### src/rtl/ctrl_arb_pkg.sv
// Shared types and constants for the counter control/arbitration block.
package ctrl_arb_pkg;

  typedef enum logic [1:0] {
    ST_IDLE = 2'd0,
    ST_RUN  = 2'd1,
    ST_HALT = 2'd2
  } state_t;

  localparam logic [1:0] REG_CTRL   = 2'd0;
  localparam logic [1:0] REG_LOAD   = 2'd1;
  localparam logic [1:0] REG_LIMIT  = 2'd2;
  localparam logic [1:0] REG_STATUS = 2'd3;

  localparam int CTRL_EN       = 0;
  localparam int CTRL_ONESHOT  = 1;
  localparam int CTRL_IRQ_EN   = 3;
  localparam int CTRL_STEP_LSB = 8;
  localparam logic [31:0] CTRL_MASK = 32'h0000_FF0B;

  localparam int STAT_RUN  = 0;
  localparam int STAT_HIT  = 1;
  localparam int STAT_PEND = 2;

  localparam logic REQ_WB = 1'b0;
  localparam logic REQ_LA = 1'b1;

  function automatic logic [31:0] byte_merge(input logic [31:0] old_val,
                                             input logic [31:0] new_val,
                                             input logic [3:0]  sel);
    logic [31:0] m;
    m = {{8{sel[3]}}, {8{sel[2]}}, {8{sel[1]}}, {8{sel[0]}}};
    return (old_val & ~m) | (new_val & m);
  endfunction

endpackage

### src/rtl/rr_arbiter2.sv
// Two-requester round-robin arbiter: combinational grant, registered last-grant.
// Requests are levels; a loser is served the next cycle if it still requests.
module rr_arbiter2
  import ctrl_arb_pkg::*;
(
  input  logic i_clk,
  input  logic i_rst,
  input  logic i_req_wb,
  input  logic i_req_la,
  output logic o_gnt_vld,
  output logic o_gnt_id
);

  logic r_last;

  always_comb begin
    o_gnt_vld = 1'b0;
    o_gnt_id  = REQ_WB;
    if (!i_rst) begin
      if (i_req_wb && i_req_la) begin
        o_gnt_vld = 1'b1;
        o_gnt_id  = (r_last == REQ_LA) ? REQ_WB : REQ_LA;
      end else if (i_req_wb) begin
        o_gnt_vld = 1'b1;
        o_gnt_id  = REQ_WB;
      end else if (i_req_la) begin
        o_gnt_vld = 1'b1;
        o_gnt_id  = REQ_LA;
      end
    end
  end

  always_ff @(posedge i_clk) begin
    if (i_rst)          r_last <= REQ_LA;
    else if (o_gnt_vld) r_last <= o_gnt_id;
  end

endmodule

### src/rtl/counter_ctrl_arbiter.sv
// Wishbone register block, run/halt FSM and WB/LA load arbitration for the counter.
// Ack one cycle after the access edge, never back-to-back; loads issue the cycle after request.
module counter_ctrl_arbiter
  import ctrl_arb_pkg::*;
#(
  parameter int          BITS      = 30,
  parameter logic [31:0] BASE_ADDR = 32'h3000_0000
) (
  input  logic            wb_clk_i,
  input  logic            wb_rst_i,
  input  logic            wbs_stb_i,
  input  logic            wbs_cyc_i,
  input  logic            wbs_we_i,
  input  logic [3:0]      wbs_sel_i,
  input  logic [31:0]     wbs_dat_i,
  input  logic [31:0]     wbs_adr_i,
  output logic            wbs_ack_o,
  output logic [31:0]     wbs_dat_o,
  input  logic            la_load_req,
  input  logic [BITS-1:0] la_load_val,
  output logic            la_load_gnt,
  input  logic [BITS-1:0] cnt_value,
  output logic            cnt_load,
  output logic [BITS-1:0] cnt_load_val,
  output logic            cnt_en,
  output logic [7:0]      cnt_step,
  output logic            irq
);

  logic            r_ack;
  logic [31:0]     r_dat;
  logic [31:0]     r_ctrl;
  logic [BITS-1:0] r_load;
  logic [BITS-1:0] r_limit;
  logic            r_hit;
  logic            r_wb_pend;
  state_t          r_state;

  state_t          w_state_nxt;
  logic            w_hit_set;
  logic            w_acc;
  logic            w_addr_hit;
  logic            w_wr;
  logic [1:0]      w_reg;
  logic            w_load_wr;
  logic            w_w1c;
  logic            w_gnt_vld;
  logic            w_gnt_id;
  logic [31:0]     w_cnt32;
  logic [31:0]     w_status;
  logic            w_unused;

  assign w_acc      = wbs_cyc_i & wbs_stb_i & ~r_ack;
  assign w_addr_hit = (wbs_adr_i[31:4] == BASE_ADDR[31:4]);
  assign w_reg      = wbs_adr_i[3:2];
  assign w_wr       = w_acc & wbs_we_i & w_addr_hit;
  assign w_load_wr  = w_wr & (w_reg == REG_LOAD);
  assign w_w1c      = w_wr & (w_reg == REG_STATUS) & wbs_sel_i[0] & wbs_dat_i[STAT_HIT];
  assign w_cnt32    = 32'(cnt_value);
  assign w_unused   = &{1'b0, wbs_adr_i[1:0], w_cnt32[31:24]};

  rr_arbiter2 u_arb (
    .i_clk     (wb_clk_i),
    .i_rst     (wb_rst_i),
    .i_req_wb  (r_wb_pend),
    .i_req_la  (la_load_req),
    .o_gnt_vld (w_gnt_vld),
    .o_gnt_id  (w_gnt_id)
  );

  always_comb begin
    w_status            = '0;
    w_status[STAT_RUN]  = (r_state == ST_RUN);
    w_status[STAT_HIT]  = r_hit;
    w_status[STAT_PEND] = r_wb_pend;
    w_status[31:8]      = w_cnt32[23:0];
  end

  always_comb begin
    w_state_nxt = r_state;
    w_hit_set   = 1'b0;
    case (r_state)
      ST_IDLE: if (r_ctrl[CTRL_EN]) w_state_nxt = ST_RUN;
      ST_RUN: begin
        if (!r_ctrl[CTRL_EN]) begin
          w_state_nxt = ST_IDLE;
        end else if (r_ctrl[CTRL_ONESHOT]) begin
          if (cnt_value >= r_limit) begin
            w_state_nxt = ST_HALT;
            w_hit_set   = 1'b1;
          end
        end else if (cnt_value == r_limit) begin
          w_hit_set = 1'b1;
        end
      end
      ST_HALT: begin
        if (!r_ctrl[CTRL_EN]) w_state_nxt = ST_IDLE;
        else if (w_gnt_vld)   w_state_nxt = ST_RUN;
      end
      default: w_state_nxt = ST_IDLE;
    endcase
  end

  always_ff @(posedge wb_clk_i) begin
    if (wb_rst_i) begin
      r_ack     <= 1'b0;
      r_dat     <= '0;
      r_ctrl    <= '0;
      r_load    <= '0;
      r_limit   <= '0;
      r_hit     <= 1'b0;
      r_wb_pend <= 1'b0;
      r_state   <= ST_IDLE;
    end else begin
      r_ack   <= w_acc;
      r_dat   <= '0;
      r_state <= w_state_nxt;
      if (w_acc && !wbs_we_i && w_addr_hit) begin
        case (w_reg)
          REG_CTRL:  r_dat <= r_ctrl;
          REG_LOAD:  r_dat <= 32'(r_load);
          REG_LIMIT: r_dat <= 32'(r_limit);
          default:   r_dat <= w_status;
        endcase
      end
      if (w_wr && w_reg == REG_CTRL)
        r_ctrl <= byte_merge(r_ctrl, wbs_dat_i, wbs_sel_i) & CTRL_MASK;
      if (w_load_wr)
        r_load <= BITS'(byte_merge(32'(r_load), wbs_dat_i, wbs_sel_i));
      if (w_wr && w_reg == REG_LIMIT)
        r_limit <= BITS'(byte_merge(32'(r_limit), wbs_dat_i, wbs_sel_i));
      // A fresh LOAD write outranks a WB grant in the same cycle.
      if (w_load_wr)
        r_wb_pend <= 1'b1;
      else if (w_gnt_vld && w_gnt_id == REQ_WB)
        r_wb_pend <= 1'b0;
      if (w_hit_set)  r_hit <= 1'b1;
      else if (w_w1c) r_hit <= 1'b0;
    end
  end

  assign wbs_ack_o    = r_ack;
  assign wbs_dat_o    = r_dat;
  assign cnt_load     = w_gnt_vld;
  assign la_load_gnt  = w_gnt_vld & (w_gnt_id == REQ_LA);
  assign cnt_load_val = !w_gnt_vld ? '0 : (w_gnt_id == REQ_LA) ? la_load_val : r_load;
  assign cnt_en       = (r_state == ST_RUN) & ~w_gnt_vld;
  assign cnt_step     = r_ctrl[CTRL_STEP_LSB +: 8];
  assign irq          = r_hit & r_ctrl[CTRL_IRQ_EN];

endmodule

### config.mk
export PLATFORM = sky130hd
export DESIGN_NAME = counter_ctrl_arbiter
export DESIGN_NICKNAME = d
export VERILOG_FILES = /design/src/rtl/ctrl_arb_pkg.sv /design/src/rtl/rr_arbiter2.sv /design/src/rtl/counter_ctrl_arbiter.sv
export SDC_FILE = /design/constraint.sdc
export NUM_CORES = 1
export LEC_CHECK = 0
export CAP_MARGIN = 20
export CORE_AREA = 4 4 116 118
export DETAILED_ROUTE_END_ITERATION = 10
export DIE_AREA = 0 0 120 122
export GPL_ROUTABILITY_DRIVEN = 0
export HOLD_SLACK_MARGIN = 0.15
export PLACE_DENSITY = 0.93
export RECOVER_POWER = 50
export SLEW_MARGIN = 20
export SYNTH_ARGS = -nofsm -noshare
export SYNTH_HDL_FRONTEND = slang
export SYNTH_SLANG_ARGS = --single-unit
### constraint.sdc
create_clock -name wb_clk_i -period 4.35 [get_ports wb_clk_i]
set_clock_uncertainty 0.15 [all_clocks]
set_input_delay 0.87 -clock wb_clk_i [delete_from_list [all_inputs] [get_ports wb_clk_i]]
set_output_delay 0.87 -clock wb_clk_i [all_outputs]
set_load 0.02 [all_outputs]
# ---- Yosys cells after proc, flatten, opt, wreduce, memory -nomap -nowiden
# Index checks and enable logic that the tools add are counted.
dict set report classes {
  reduce_logical 13
  n_mux 27
  bitwise_logic 23
  order_cmp 1
  eq_ne 11
}
# cell n
set ops {}
lappend ops {{$pmux 32 s3} 1}
lappend ops {{$and 30x30->30} 3}
lappend ops {{$mux 30} 2}
lappend ops {{$or 30x30->30} 2}
lappend ops {{$eq 30x30->1} 1}
lappend ops {{$ge 30x30->1} 1}
lappend ops {{$not 30->30} 1}
lappend ops {{$eq 28x26->1 const B} 1}
lappend ops {{$mux 1} 17}
lappend ops {{$and 16x16->16} 1}
lappend ops {{$or 16x16->16} 1}
lappend ops {{$mux 2} 6}
lappend ops {{$and 1x1->1} 11}
lappend ops {{$eq 2x2->1 const B} 3}
lappend ops {{$logic_and 1x1->1} 6}
lappend ops {{$ne 3x3->1 const B} 2}
lappend ops {{$pmux 2 s3} 1}
lappend ops {{$eq 2x1->1 const B} 2}
lappend ops {{$logic_not 2->1} 2}
lappend ops {{$not 1->1} 4}
lappend ops {{$reduce_and 4->1} 1}
lappend ops {{$reduce_bool 2->1} 2}
lappend ops {{$ne 3x2->1 const B} 1}
lappend ops {{$ne 2x2->1 const B} 1}
lappend ops {{other kinds (2)} 2}
dict set report word_totals {
  reg_bits 109
  input_bits 134
  out_inout_bits 75
}

# ---- Logic depth before layout (Yosys ltp)
# Gate-level depths: netlist of run 1.
dict set report depth {
  depth_word 9
  ltp_mapped 8
}

# ---- Modules after synthesis
# From an unflattened synthesis of run 1, not the netlist that was laid out.
dict set report unflattened {
  cells_unflattened 653
  hier_area_um2 6067.1
}
# mod cells_each area_per_inst_um2 seq_area_each_um2 instances
set by_module_without_submodules {}
lappend by_module_without_submodules {counter_ctrl_arbiter 646 6013.3 2162.1 1}
lappend by_module_without_submodules {rr_arbiter2 7 53.8 20.0 1}

# ---- Worst setup path before layout of run 1
# Ideal clock, no wire load.
dict set report synth_timing {
  path_type {input port to output port}
  startpoint {input wb_rst_i}
  endpoint {output cnt_load_val[20]}
  path_stages 4
  n_path_buf 2
  path_slack_ns 1.143
  arrival_ns 2.187
  cell_sequence {clkbuf_1 a211oi_1 clkbuf_1 a22o_1}
}
dict set report synth_between {
  elab_chain_len 3
  elab_cells_between_ends 4
  classes_between {4 x mux}
}
# item line_no
set synth_lines {}
lappend synth_lines {{start, declared} counter_ctrl_arbiter.sv:10} ;# input logic wb_rst_i,
lappend synth_lines {{$mux 1} rr_arbiter2.sv:19} ;# if (!i_rst) begin
lappend synth_lines {{$mux 30} counter_ctrl_arbiter.sv:146} ;# assign cnt_load_val = !w_gnt_vld ? '0 : (w_gnt_id == REQ_LA) ? la_load_val : r_load;
lappend synth_lines {{$mux 30 (*)} counter_ctrl_arbiter.sv:146}
lappend synth_lines {{end, declared} counter_ctrl_arbiter.sv:24} ;# output logic [BITS-1:0] cnt_load_val,
# Every way passes the cells marked *; elsewhere a longest branch is shown, timed or not.

# ---- Final worst setup path of run 1
dict set report layout_timing {
  startpoint {input la_load_req}
  endpoint {output cnt_load_val[15]}
}
dict set report layout_between {
  elab_chain_len 6
  elab_cells_between_ends 10
  classes_between {9 x mux; 1 x reduce/logical}
}
# item line_no
set layout_lines {}
lappend layout_lines {{start, declared} counter_ctrl_arbiter.sv:19} ;# input logic la_load_req,
lappend layout_lines {{$mux 1} rr_arbiter2.sv:26} ;# end else if (i_req_la) begin
lappend layout_lines {{$mux 1} rr_arbiter2.sv:23} ;# end else if (i_req_wb) begin
lappend layout_lines {{$mux 1} rr_arbiter2.sv:20} ;# if (i_req_wb && i_req_la) begin
lappend layout_lines {{$mux 1} rr_arbiter2.sv:19}
lappend layout_lines {{$mux 30} counter_ctrl_arbiter.sv:146}
lappend layout_lines {{$mux 30 (*)} counter_ctrl_arbiter.sv:146}
# Marked as above.

==> flow_summary.toml, run 1 <==
[sta]
fmax_mhz = 254
maxSlewHeadroom = 0.483
worstMarginPinSlew_ps = 775
tns_ps = 0
rsz0062_at_grt = "no"
finalCriticalPeriod_ps = 3940
hold_viol = 0
period_share = 0.907
slew_viol_final = 0
setup_viol = 0

[critical_path]
path_max_fanout = 16
cp-start-kind = "input pin"
worstPathArrival_ps = 2920
reg2reg_depth = 6
crit_required_ps = 3330
path_class = "in -> out"
critPathCaptureType = "primary output"

[flow_run]
cap_viol_max_count = 0

[global_routing]
grt_pass1_vias = 5082
grt_overflow = 0
track_usage = 0.230
grt_pass1_wl_um = 26400
grt_max_degree = 77
antenna_found_initial = 1

[synthesis]
syn-cell-area_um2 = 5530
syn_inst = 587
seq_area_frac_synth = 0.395
ys_async_sr_fraction = 0
yosys_warnings = 0
avgSynthCellArea_um2 = 9.42
synth-edff-count = 0
ys_ff_latch = 109
synth_nets = 751
synth_cell_types = 39
synth_ff_type = "dfxtp_1"

[floorplanning]
initial_utilization = 0.443
ios = 209
die_x_um = 120
core_um2 = 12500
dieArea_um2 = 14600
rows = 41
die_y_um = 122

[clock_tree]
clockBufferDepth = 2
clk_transition_reported_paths_ps = 70
post_cts_buffers = 0
clock_latency_ps = 350
htreeDepth = 3
cts_buffers = 9
cts_root_buf = "clkbuf_16"
cts_hold_buf = 0
cts_resized = 0
cts_tree = "yes"
cts.sinks = 109

[final_layout]
nNetsFinal = 935
stdcell_count = 949
final_layout_size_suffix_gt1_frac = 0.0567
synthToLayoutAreaGrowth_pct = 42.1
design_area_um2 = 7860

[place]
port_buffers = 204
dp.cells = 932
dp_hpwl_um = 13300
dpl-instance-area_um2 = 7660

[drt]
drt_iter0_drc = 211
wl_um = 17300
wl_per_cell_um = 18.3
drc_errors = 0
viasPerCell = 5.31
first_pass_iters = 5
via_count = 5036
antenna_left = 0

[power_and_ir_drop]
peakVddDrop_mv = 0.177
power_density_nw_per_um2 = 274
p_leak_nw = 3.43

[hold_path]
hold-path-cell-count = 1
hold_class = "reg -> reg"

[outcome]
status = "finished clean"
## cells in the final DEF (no fill, tap or decap), drive strengths merged, types with 2 or more instances in the layout
master / synthesis / routed
nand2: 27 / 27
nor4: 7 / 7
dlygate4sd3: 0 / 46
a21oi: 14 / 14
nor2b: 13 / 13
a211oi: 3 / 3
nor2: 102 / 102
and3: 3 / 3
nand3b: 3 / 3
a22o: 29 / 29
or2: 2 / 2
nor3: 5 / 5
inv: 37 / 41
a22oi: 20 / 20
and2: 2 / 2
nand3: 13 / 13
buf: 20 / 12
clkdlybuf4s50: 0 / 156
a21o: 4 / 4
o21ai: 20 / 20
clkbuf: 22 / 11
dfxtp: 109 / 109
mux2i: 73 / 73
nand2b: 2 / 2
mux4: 10 / 10
nand4: 8 / 8
ha: 30 / 30
## power by group
group / switching, mW / leakage, nW / internal [mW]
Combinational: 0.119 / 2.39 / 0.165
Sequential: 0.000241 / 0.878 / 0.997
Clock: 0.399 / 0.156 / 0.474
Total: 0.519 / 3.43 / 1.64
## final timing paths
| check | start | to | slack [ps] |
|---|---|---|---|
| worst max-delay path | la_load_req | cnt_load_val[15] | 410 |
| worst min-delay path | wbs_ack_o$_SDFF_PP0_ | wbs_ack_o$_SDFF_PP0_ | 310 |
| worst max register to register | wbs_ack_o$_SDFF_PP0_ | flop | 1840 |
| worst min register to register | wbs_ack_o$_SDFF_PP0_ | wbs_ack_o$_SDFF_PP0_ | 310 |
## synth_stat cells, types with 2 or more instances
library cell	number	area, um^2
mux4_2	10	225
nand2b_1	2	12.5
a21o_1	4	30.0
or2_2	2	12.5
a22o_1	29	254
buf_1	2	7.51
nand3_4	8	140
a22oi_1	20	150
and2_1	2	12.5
mux2i_1	73	731
nand3b_1	3	22.5
nand2_1	27	101
nor2_1	102	383
nor4_1	7	43.8
nand4_1	8	50.1
nand3_1	5	25.0
buf_4	11	82.6
o21ai_0	20	100
clkbuf_1	22	82.6
buf_6	2	22.5
inv_1	37	139
a211oi_1	3	22.5
and3_1	3	18.8
nor2b_1	13	81.3
a21oi_1	14	70.1
nor3_1	2	10.0
dfxtp_1	109	2180
buf_2	5	25.0
ha_1	30	375
nor3_2	3	30.0
## cell families after synthesis
family	share of synthesized area
simple gates	0.179
buf+inv	0.0650
mux	0.173
flops	0.395
fa+ha+maj	0.0679
compound gates	0.120
## layout make-up
| cell class | count | area (um^2) |
|---|---|---|
| diodes | 1 | 2.50 |
| repair buffers | 215 | 2110 |
| fillers | 1013 | 4610 |
| inverters | 37 | 139 |
| clock inverters | 6 | 76.3 |
| well taps | 172 | 215 |
| multi-input cells | 399 | 2890 |
| flip-flops and latches | 109 | 2180 |
| clock buffers | 10 | 239 |
## per-layer routing
| layer | global-route usage | routed length (um) | share of wire | up-vias |
|---|---|---|---|---|
| met1 | 0.280 | 7160 | 0.41 | 2371 |
| li1 | - | - | - | 2430 |
| met2 | 0.406 | 8600 | 0.50 | 209 |
| met4 | 0.0766 | 310 | 0.018 | 0 |
| met5 | 0 | 0 | 0 | - |
| met3 | 0.0492 | 1260 | 0.072 | 26 |
## worst max-delay path, stage by stage
cell and delay (ps):
dlygate4sd3_1 550, inv_1 120, nor2_1 70, nor2_1 100, and2_1 170, buf_4 250
a22o_1 170, clkdlybuf4s50_1 600
## through the flow
step	total power, mW	worst slack (ps)	util	hold WS [ps]
2_1_floorplan	1.13	1140	-	309
3_3_place_gp	1.30	597	0.614	285
3_5_place_dp	1.31	578	0.614	301
4_1_cts	2.17	530	0.640	312
5_1_grt	2.22	259	0.630	351
6_report	2.16	406	0.630	309
No activity file was read; power rests on OpenSTA's default activity.
==> run 2, diff against run 1 <==
--- a/config.mk
+++ b/config.mk
@@ -6,14 +6,16 @@
 export NUM_CORES = 1
 export LEC_CHECK = 0
 export CAP_MARGIN = 20
-export CORE_AREA = 4 4 116 118
+export CORE_AREA = 4 4 122 124
 export DETAILED_ROUTE_END_ITERATION = 10
-export DIE_AREA = 0 0 120 122
+export DIE_AREA = 0 0 126 128
 export GPL_ROUTABILITY_DRIVEN = 0
 export HOLD_SLACK_MARGIN = 0.15
-export PLACE_DENSITY = 0.93
+export MAX_ROUTING_LAYER = met4
+export PLACE_DENSITY = 0.9
 export RECOVER_POWER = 50
 export SLEW_MARGIN = 20
 export SYNTH_ARGS = -nofsm -noshare
 export SYNTH_HDL_FRONTEND = slang
+export SYNTH_HIERARCHICAL = 1
 export SYNTH_SLANG_ARGS = --single-unit
==> flow_summary.toml, run 2 <==
[synthesis]
seq_area_frac_synth = 0.360
synth_top_area_frac = 0.360
synth-edff-count = 0
ys_top_cells_by_count = "109 x dfxtp_1, 102 x mux2i_1, 93 x nand2b_1, 73 x nor2_1, 36 x inv_1"
ys_ff_latch = 109
yosys_warnings = 6
synth_cell_types = 43
syn_inst = 653
syn-cell-area_um2 = 6070
synth_top_area_cell = "dfxtp_1"
synth_nets = 817
synth_ff_type = "dfxtp_1"
avgSynthCellArea_um2 = 9.29
yosysMostFrequentCell = "dfxtp_1"
ys_async_sr_fraction = 0
synth_area_leaders = "dfxtp_1 36%, mux2i_1 17%, nand2b_1 9.6%"

[final_layout]
nNetsFinal = 997
final_common_cell = "clkdlybuf4s50_1"
final_layout_size_suffix_gt1_frac = 0.0585
synthToLayoutAreaGrowth_pct = 39.5
fill_cells = 1150
final_cell_mix = "157 x clkdlybuf4s50_1, 109 x dfxtp_1, 102 x mux2i_1, 93 x nand2b_1, 73 x nor2_1"

[critical_path]
crit_required_ps = 3330
crit_buf_inv = 3
crit_family = "buffers and inverters"
cp-start-kind = "input pin"
cp_slowest_stage_delay_ps = 620
slowest_stage = "clkdlybuf4s50_1"
cpMostUsedCell = "clkdlybuf4s50_1"
path_max_fanout = 14
path_cells = "clkdlybuf4s50_1, and3b_2, buf_12, mux2i_1, nor2_1, clkdlybuf4s50_1"
worstPathArrival_ps = 2890
path_class = "in -> out"
critPathCaptureType = "primary output"

[clock_tree]
cts.sinks = 109
htreeDepth = 3
cts_buffers = 9
cts_resized = 0
cts_hold_buf = 0
post_cts_buffers = 0
cts_tree = "yes"
clockBufferDepth = 2
clock_latency_ps = 360
clk_transition_reported_paths_ps = 70
cts_root_buf = "clkbuf_16"

[global_routing]
grt_pass1_wl_um = 27800
grt.busiest_layer = "met2"
antenna_found_initial = 1
gr-usage-met2 = 0.361
use_met3 = 0.0475
grt_pass1_vias = 5382
grt_max_degree = 107
track_usage = 0.224
use_met1 = 0.275
grt_overflow = 0

[drt]
via_count = 5308
first_pass_iters = 5
wl_um = 18000
drt_iter0_drc = 341
drc_errors = 0
wl_per_cell_um = 17.7
viasPerCell = 5.21
antenna_left = 0

[place]
pre_cts_slack_ps = 424
port_buffers = 204
dp_hpwl_um = 14100

[sta]
setup_viol = 0
hold_viol = 0
slew_viol_final = 107
fmax_mhz = 255
tns_ps = 0
worstMarginPinSlew_ps = 1590
rsz0062_at_grt = "no"
finalCriticalPeriod_ps = 3910
fin_ws_ps = 436
maxSlewHeadroom = -0.0622
period_share = 0.900

[flow_run]
cap_viol_max_count = 1

[floorplanning]
core_um2 = 13800
die_y_um = 128
initial_utilization = 0.440
die_x_um = 126
ios = 209
dieArea_um2 = 16100
rows = 43

[hold_path]
hold_class = "reg -> reg"

[outcome]
status = "finished, violations left"
violations = "capacitance limit, slew limit"

[power_and_ir_drop]
p_leak_nw = 3.28
peakVddDrop_mv = 0.157
power_density_nw_per_um2 = 255
run 2: changes by cell type after synthesis, sizes merged, moves of 2 or more:
cell / previous run / this run
buf: 20 / 22
nor4: 7 / 12
nor2: 102 / 73
nand2b: 2 / 93
o21ai: 20 / 22
nand3b: 3 / 0
mux2i: 73 / 102
a22o: 29 / 0
nand3: 13 / 9
o311ai: 0 / 2
run 2: final cells by class:
| cell class | count | area, um^2 | share of cell area |
|---|---|---|---|
| repair buffers | 214 | 2120 | 0.251 |
| multi-input cells | 463 | 3490 | 0.412 |
| well taps | 180 | 225 | 0.0266 |
| clock inverters | 6 | 68.8 | 0.00813 |
| flip-flops and latches | 109 | 2180 | 0.258 |
| clock buffers | 10 | 239 | 0.0282 |
| diodes | 1 | 2.50 | 0.000296 |
| inverters | 36 | 135 | 0.0160 |
run 2: cell families (layout without fill, tap and decap cells):
group / count (synthesis) / in the layout / synth area share
and+or+nand+nor: 252 / 252 / 0.243
muxes: 112 / 112 / 0.205
DFF: 109 / 109 / 0.360
buffers and inverters: 81 / 266 / 0.0584
AOI/OAI and AO/OA: 69 / 69 / 0.0722
adders and majority gates: 30 / 30 / 0.0619
other: 0 / 1 / 0
run 2: path summary, 6_finish.rpt:
kind                                      startpoint                   end  slack [ps]  cells past startpoint
worst max-delay path                     la_load_req      cnt_load_val[28]         440                      6
worst min-delay path            wbs_ack_o$_SDFF_PP0_  wbs_ack_o$_SDFF_PP0_         290                      1
worst max register to register  wbs_ack_o$_SDFF_PP0_                  flop        1680                      4
worst min register to register  wbs_ack_o$_SDFF_PP0_  wbs_ack_o$_SDFF_PP0_         290                      1
run 2: routing by layer:
metal | up-vias | routed length, um
met1 | 2468 | 7580
met5 | - | 0
li1 | 2597 | -
met4 | 0 | 518
met3 | 38 | 1300
met2 | 205 | 8640
run 2: where the power goes:
| part | internal, mW | leakage, nW | switching (mW) |
|---|---|---|---|
| Clock | 0.468 | 0.150 | 0.391 |
| Combinational | 0.176 | 2.26 | 0.127 |
| Sequential | 0.997 | 0.878 | 0.000190 |
run 2: through the flow:
step | total power [mW] | utilization | hold slack, ps | cell area (um^2) | std cells
floorplan | 1.15 | - | 303 | 6070 | 653
global placement | 1.32 | 0.596 | 281 | 8200 | 1002
detailed placement | 1.32 | 0.596 | 287 | 8200 | 1002
CTS | 2.16 | 0.618 | 295 | 8510 | 1018
global route | 2.23 | 0.615 | 334 | 8460 | 1019
finish | 2.16 | 0.615 | 286 | 8460 | 1019
